## config.mk

```make
export PLATFORM = sky130hd
export DESIGN_NAME = fifo_ctrl
export DESIGN_NICKNAME = d
export VERILOG_FILES = /design/src/rtl/fifo_ctrl.sv
export SDC_FILE = /design/constraint.sdc
export NUM_CORES = 1
export LEC_CHECK = 0
export CAP_MARGIN = 20
export CORE_MARGIN = 1
export CORE_UTILIZATION = 30
export DETAILED_ROUTE_END_ITERATION = 8
export MAX_ROUTING_LAYER = met4
export SLEW_MARGIN = 20
export SYNTH_ARGS = -nofsm -noshare
export SYNTH_HDL_FRONTEND = slang
export SYNTH_SLANG_ARGS = --single-unit
```

## constraint.sdc

```tcl
create_clock -name clk -period 1.86 [get_ports clk]
set_clock_uncertainty 0.2 [all_clocks]
set_input_delay 0.372 -clock clk [delete_from_list [all_inputs] [get_ports clk]]
set_output_delay 0.372 -clock clk [all_outputs]
set_load 0.01 [all_outputs]
```

## src/rtl/fifo_ctrl.sv

```systemverilog
// Pointer/flag controller for the FWFT register-file FIFO: turns wr/rd requests
// into storage write enable and addresses, and publishes occupancy and error flags.
module fifo_ctrl #(
    parameter int ADDR_WIDTH = 3,
    parameter int AF_LEVEL   = 6,
    parameter int AE_LEVEL   = 2
) (
    input  logic                  clk,
    input  logic                  rst_n,
    input  logic                  wr,
    input  logic                  rd,
    input  logic                  clr_err,
    output logic                  w_en,
    output logic [ADDR_WIDTH-1:0] w_addr,
    output logic [ADDR_WIDTH-1:0] r_addr,
    output logic                  full,
    output logic                  empty,
    output logic                  almost_full,
    output logic                  almost_empty,
    output logic [ADDR_WIDTH:0]   count,
    output logic                  overflow,
    output logic                  underflow
);

    localparam logic [ADDR_WIDTH:0] AF_L = (ADDR_WIDTH+1)'(AF_LEVEL);
    localparam logic [ADDR_WIDTH:0] AE_L = (ADDR_WIDTH+1)'(AE_LEVEL);

    // One extra wrap bit per pointer distinguishes full from empty.
    logic [ADDR_WIDTH:0] wr_ptr, rd_ptr;
    logic                wr_ok, rd_ok;

    assign empty        = (wr_ptr == rd_ptr);
    assign full         = (wr_ptr[ADDR_WIDTH] != rd_ptr[ADDR_WIDTH]) &&
                          (wr_ptr[ADDR_WIDTH-1:0] == rd_ptr[ADDR_WIDTH-1:0]);
    assign count        = wr_ptr - rd_ptr;
    assign almost_full  = (count >= AF_L);
    assign almost_empty = (count <= AE_L);

    assign wr_ok  = wr & ~full;
    assign rd_ok  = rd & ~empty;
    // Gated by reset so storage is never written while the controller is held in reset.
    assign w_en   = wr_ok & rst_n;
    assign w_addr = wr_ptr[ADDR_WIDTH-1:0];
    assign r_addr = rd_ptr[ADDR_WIDTH-1:0];

    always_ff @(posedge clk or negedge rst_n) begin
        if (!rst_n) begin
            wr_ptr    <= '0;
            rd_ptr    <= '0;
            overflow  <= 1'b0;
            underflow <= 1'b0;
        end else begin
            if (wr_ok) wr_ptr <= wr_ptr + 1'b1;
            if (rd_ok) rd_ptr <= rd_ptr + 1'b1;
            // A new error event on the same edge as clr_err keeps the flag set.
            overflow  <= (wr & full)  | (overflow  & ~clr_err);
            underflow <= (rd & empty) | (underflow & ~clr_err);
        end
    end

endmodule

```

Word level (Yosys, flattened, before mapping). Cells that the tools add are included.

Bits in registers: 10. Input bits: 5. Output and inout port bits: 17.

$add $sub $neg: 3. $lt $le $gt $ge: 2. Equal/unequal tests: 3. Bitwise gates (word level): 12. Reductions and logical operators: 1.

Operators with widths (number): 4-bit by 1-bit adder with 4-bit output (second input constant) (2); 1-bit AND (7); 4-bit equality test (1); 4-bit by 3-bit >= comparator with 1-bit output (second input constant) (1); 4-bit by 2-bit <= comparator with 1-bit output (second input constant) (1); 4-bit subtractor (1); 3-bit equality test (1); 1-bit inverter (3); 1-bit OR (2); 1-bit logical AND (1); 1-bit inequality test (1).

Longest topological paths before layout.
Depth in word-level cells: 5. Mapped depth: 6. Gate-level depth less buffers: 6.

Least setup slack after synthesis. No wires, ideal clock.

Path kind: reg-to-output. From: register wr_ptr[0]. To: output almost_full. Data arrival time: 1561 ps. Setup slack: -273 ps. Cell stages (with the launch flop): 7. Cells stage by stage: dfrtp_1 > inv_1 > ha_1 > fa_1 > xnor2_1 > nand2_1 > o21ai_0.

Longest elaborated chain between the ends: 2.

Ends and longest elaborated chain: from (decl) (RTL line 29) `logic [ADDR_WIDTH:0] wr_ptr, rd_ptr;`; from (signal assigned) (RTL line 53) `if (wr_ok) wr_ptr <= wr_ptr + 1'b1;`; 4-bit subtractor (RTL line 35) `assign count = wr_ptr - rd_ptr;`; via count[2] (RTL line 20) `output logic [ADDR_WIDTH:0] count,`; 4-bit by 3-bit >= comparator with 1-bit output (RTL line 36) `assign almost_full = (count >= AF_L);`; to (decl) (RTL line 18) `output logic almost_full,`.

The timed path passes the listed nets, and every way through them passes these cells.

Worst setup path after layout.
From: register rd_ptr[0]. To: output almost_empty.

Longest elaborated chain between the ends: 2.

Ends and longest elaborated chain: from (decl) (RTL line 29); from (signal assigned) (RTL line 54) `if (rd_ok) rd_ptr <= rd_ptr + 1'b1;`; 4-bit subtractor (RTL line 35); 4-bit by 2-bit <= comparator with 1-bit output (RTL line 37) `assign almost_empty = (count <= AE_L);`; to (decl) (RTL line 19) `output logic almost_empty,`.

Every way passes these cells.

==> results.yml <==
status:
  status: "complete, but fails checks"
  failed_checks: "setup timing"
setup_path:
  cp_slowest_stage_delay_ps: 530
  crit_arrival_ps: 1800
  r2r-start: "rd_ptr[1]"
  crit_path_max_fanout: 3
  end_kind: "output pin"
  crit_path_cell_trace: "ha_4, fa_2, inv_2, a21oi_2, o21a_1, buf_2"
  path_buf_inv: 2
  worstSetupPathType: "flop to output pin"
  start_kind: "flop"
  crit_path_top_delay_cell: "fa_2"
  crit_required_ps: 1290
  cpLargestDelayFamily: "adder cells"
  crit_start: "rd_ptr[0]"
synth:
  ys_seq_area_share_pct: 37.6
  syn_avg_cell_area_um2: 10.2
  synthesis.area_um2: 666
  synth_top_family_by_area: "compound AO/OA/AOI/OAI gates"
  synth_fp_nets: 76
  synthMuxAreaShare_pct: 3.95
  synth_simple_gate_area_share_pct: 8.65
  synth-seq-cells: 10
  syn_inst: 65
  ys_types: 23
  post_synth_fa_ha_maj_area_fraction_pct: 12.4
  synth_compound_area_share_pct: 13.2
  yosys_warnings: 0
  synth_xor_area_share_pct: 13.0
clock_tree:
  clk_pin_slew_ps: 70
  clockBufferDepth: 2
  clock-sinks: 10
  numCtsBuffers: 3
  holdBufCountCts: 0
  cts-htree-levels: 1
  worstSkewPairLatency_ps: 270
  cts_tree: "built"
  cts_root_buf: "clkbuf_4"
floorplanning:
  start_util_pct: 32.9
  row_count: 16
  die_w_um: 49.1
  ioPinCount: 22
  die_h_um: 49.1
  core_um2: 2020
  die_area_um2: 2410
final_layout:
  fillers: 174
  syn2layout_area_growth_pct: 87.0
  n_antenna_cell: 0
  finalNetCount: 124
  layout-drive-gt1-share_pct: 57.1
timing:
  fmax_mhz: 422
  fin_setup_tns_ps: -3150
  rsz0062_at_grt: "yes"
  worst_pin_slew_ps: 269
  layout_setup_ws_ps: -508
  finalHoldViolCount: 0
  max_slew_margin_pct: 82.0
  report.final.setup_viol: 11
  period_share_pct: 127
  period_minus_slack_ps: 2370
  drv_slew: 0
global_route:
  grt_pass1_wl_mm: 2.79
  grt_max_degree: 11
  grt_pass1_vias: 634
  track_usage_pct: 15.5
  grt.overflow.total: 0
  antenna_found_initial: 0
min_path:
  hold_class: "input port to asynchronous set/reset pin"
job:
  maxCapViolCount: 0
detailed_routing:
  first_iter_violations: 3
  vias: 621
  drt-pass1-iter-count: 3
  drtAntennaViolNets: 0
  drt_wl_total_mm: 1.76
  viasPerCell: 4.47
  wire_per_inst_um: 12.6
  drc_errors: 0
placed_design:
  place.gp.congestion: 0.813
  post-dp-hpwl_mm: 1.20
  port_buffers: 21
[layout by cell type, fill, tap and decap left out, types with 2 or more instances in the layout]
| master | count |
|---|---|
| a21oi_1 | 2 |
| a21oi_2 | 2 |
| a22o_1 | 2 |
| buf_2 | 4 |
| buf_4 | 21 |
| buf_6 | 12 |
| clkbuf_4 | 3 |
| clkdlybuf4s50_1 | 6 |
| dfrtp_1 | 10 |
| dlygate4sd2_1 | 6 |
| ha_1 | 2 |
| ha_4 | 3 |
| inv_1 | 3 |
| inv_2 | 3 |
| inv_4 | 2 |
| mux2_4 | 2 |
| nand4_1 | 2 |
| nor2_1 | 2 |
| nor2_4 | 2 |
| o211ai_1 | 2 |
| o21ai_4 | 2 |
| xnor2_1 | 4 |
| xnor2_2 | 2 |
| xor2_1 | 2 |
[cells in the mapped netlist]
master,instances,area (µm²)
o21ai_2,2,17.5
o21ai_0,1,5.00
nand2_1,1,3.75
xor2_1,2,17.5
xnor2_1,6,52.6
a22o_1,2,17.5
buf_4,6,45.0
fa_1,1,20.0
nand3_1,1,5.00
nand3b_1,1,7.51
nand4_1,2,12.5
o21a_1,1,7.51
a21oi_1,5,25.0
and3_2,1,7.51
inv_1,8,30.0
dfrtp_1,10,250
and3_1,1,6.26
mux2_2,1,11.3
nor2_1,4,15.0
o211ai_1,2,15.0
ha_1,5,62.6
mux2_4,1,15.0
xor2_2,1,16.3
[state kept, by name, indices dropped and copies added (netlist names)]
name	flops
rd_ptr	4
underflow	1
overflow	1
wr_ptr	4
[worst reg2reg max path: cells and delay by family (launching register included)]
family                     cells  cell delay, ps
adders and majority gates      1             270
buffers and inverters          4             400
and+or+nand+nor                1             130
AOI/OAI and AO/OA              1             160
muxes                          1             310
DFF                            1             370
[metal layers]
layer | vias to the layer above | global-route usage [%] | wire length (µm)
li1 | 312 | - | -
met1 | 289 | 17.8 | 720
met2 | 16 | 27.6 | 948
met3 | 4 | 2.18 | 68
met4 | 0 | 4.41 | 20
met5 | - | - | 0
[per-stage QoR]
stage / worst slack, ps / std cells / cell area [µm²] / util [%] / hold slack [ps]
3_5_place_dp: -587 / 126 / 1020 / 50.6 / 290
5_1_grt: -558 / 139 / 1240 / 61.6 / 280
3_3_place_gp: -551 / 126 / 1020 / 50.6 / 295
4_1_cts: -471 / 135 / 1140 / 56.4 / 246
2_1_floorplan: -177 / 65 / 682 / - / -124
6_report: -508 / 139 / 1240 / 61.6 / 263
[path summary, 6_finish.rpt]
check                               end  slack, ps  cells after the start
max reg2reg                   rd_ptr[1]        -90                      8
min                           rd_ptr[0]        260                      2
max                        almost_empty       -510                      6
min in group clk               overflow        310                      1
min reg2reg                    overflow        310                      1
max in group asynchronous     rd_ptr[3]       1050                      2
[logic make-up after synthesis]
| family | count (synthesis) |
|---|---|
| buffers and inverters | 14 |
| and+or+nand+nor | 11 |
| adders and majority gates | 6 |
| xor gates and xnor gates | 9 |
| AOI/OAI and AO/OA | 13 |
| muxes | 2 |
| DFF | 10 |
[repair_timing]
item | CTS | global route
setup buffers | 5 | 5
pin swaps | 4 | 4
setup endpoints to repair | 16 | 11
gates resized for setup | 56 | 22
gates cloned | 0 | 0
[area by class of cell]
type / count / area (µm²) / share of cell area, %
multi-input cells: 41 / 464 / 37.3
flip-flops and latches: 10 / 250 / 20.1
repair buffers: 49 / 425 / 34.2
well taps: 27 / 33.8 / 2.71
inverters: 8 / 35.0 / 2.81
clock buffers: 4 / 36.3 / 2.91
Power is not shown: default switching activity piles up to over one toggle a cycle in this logic, so the estimate is an artifact.
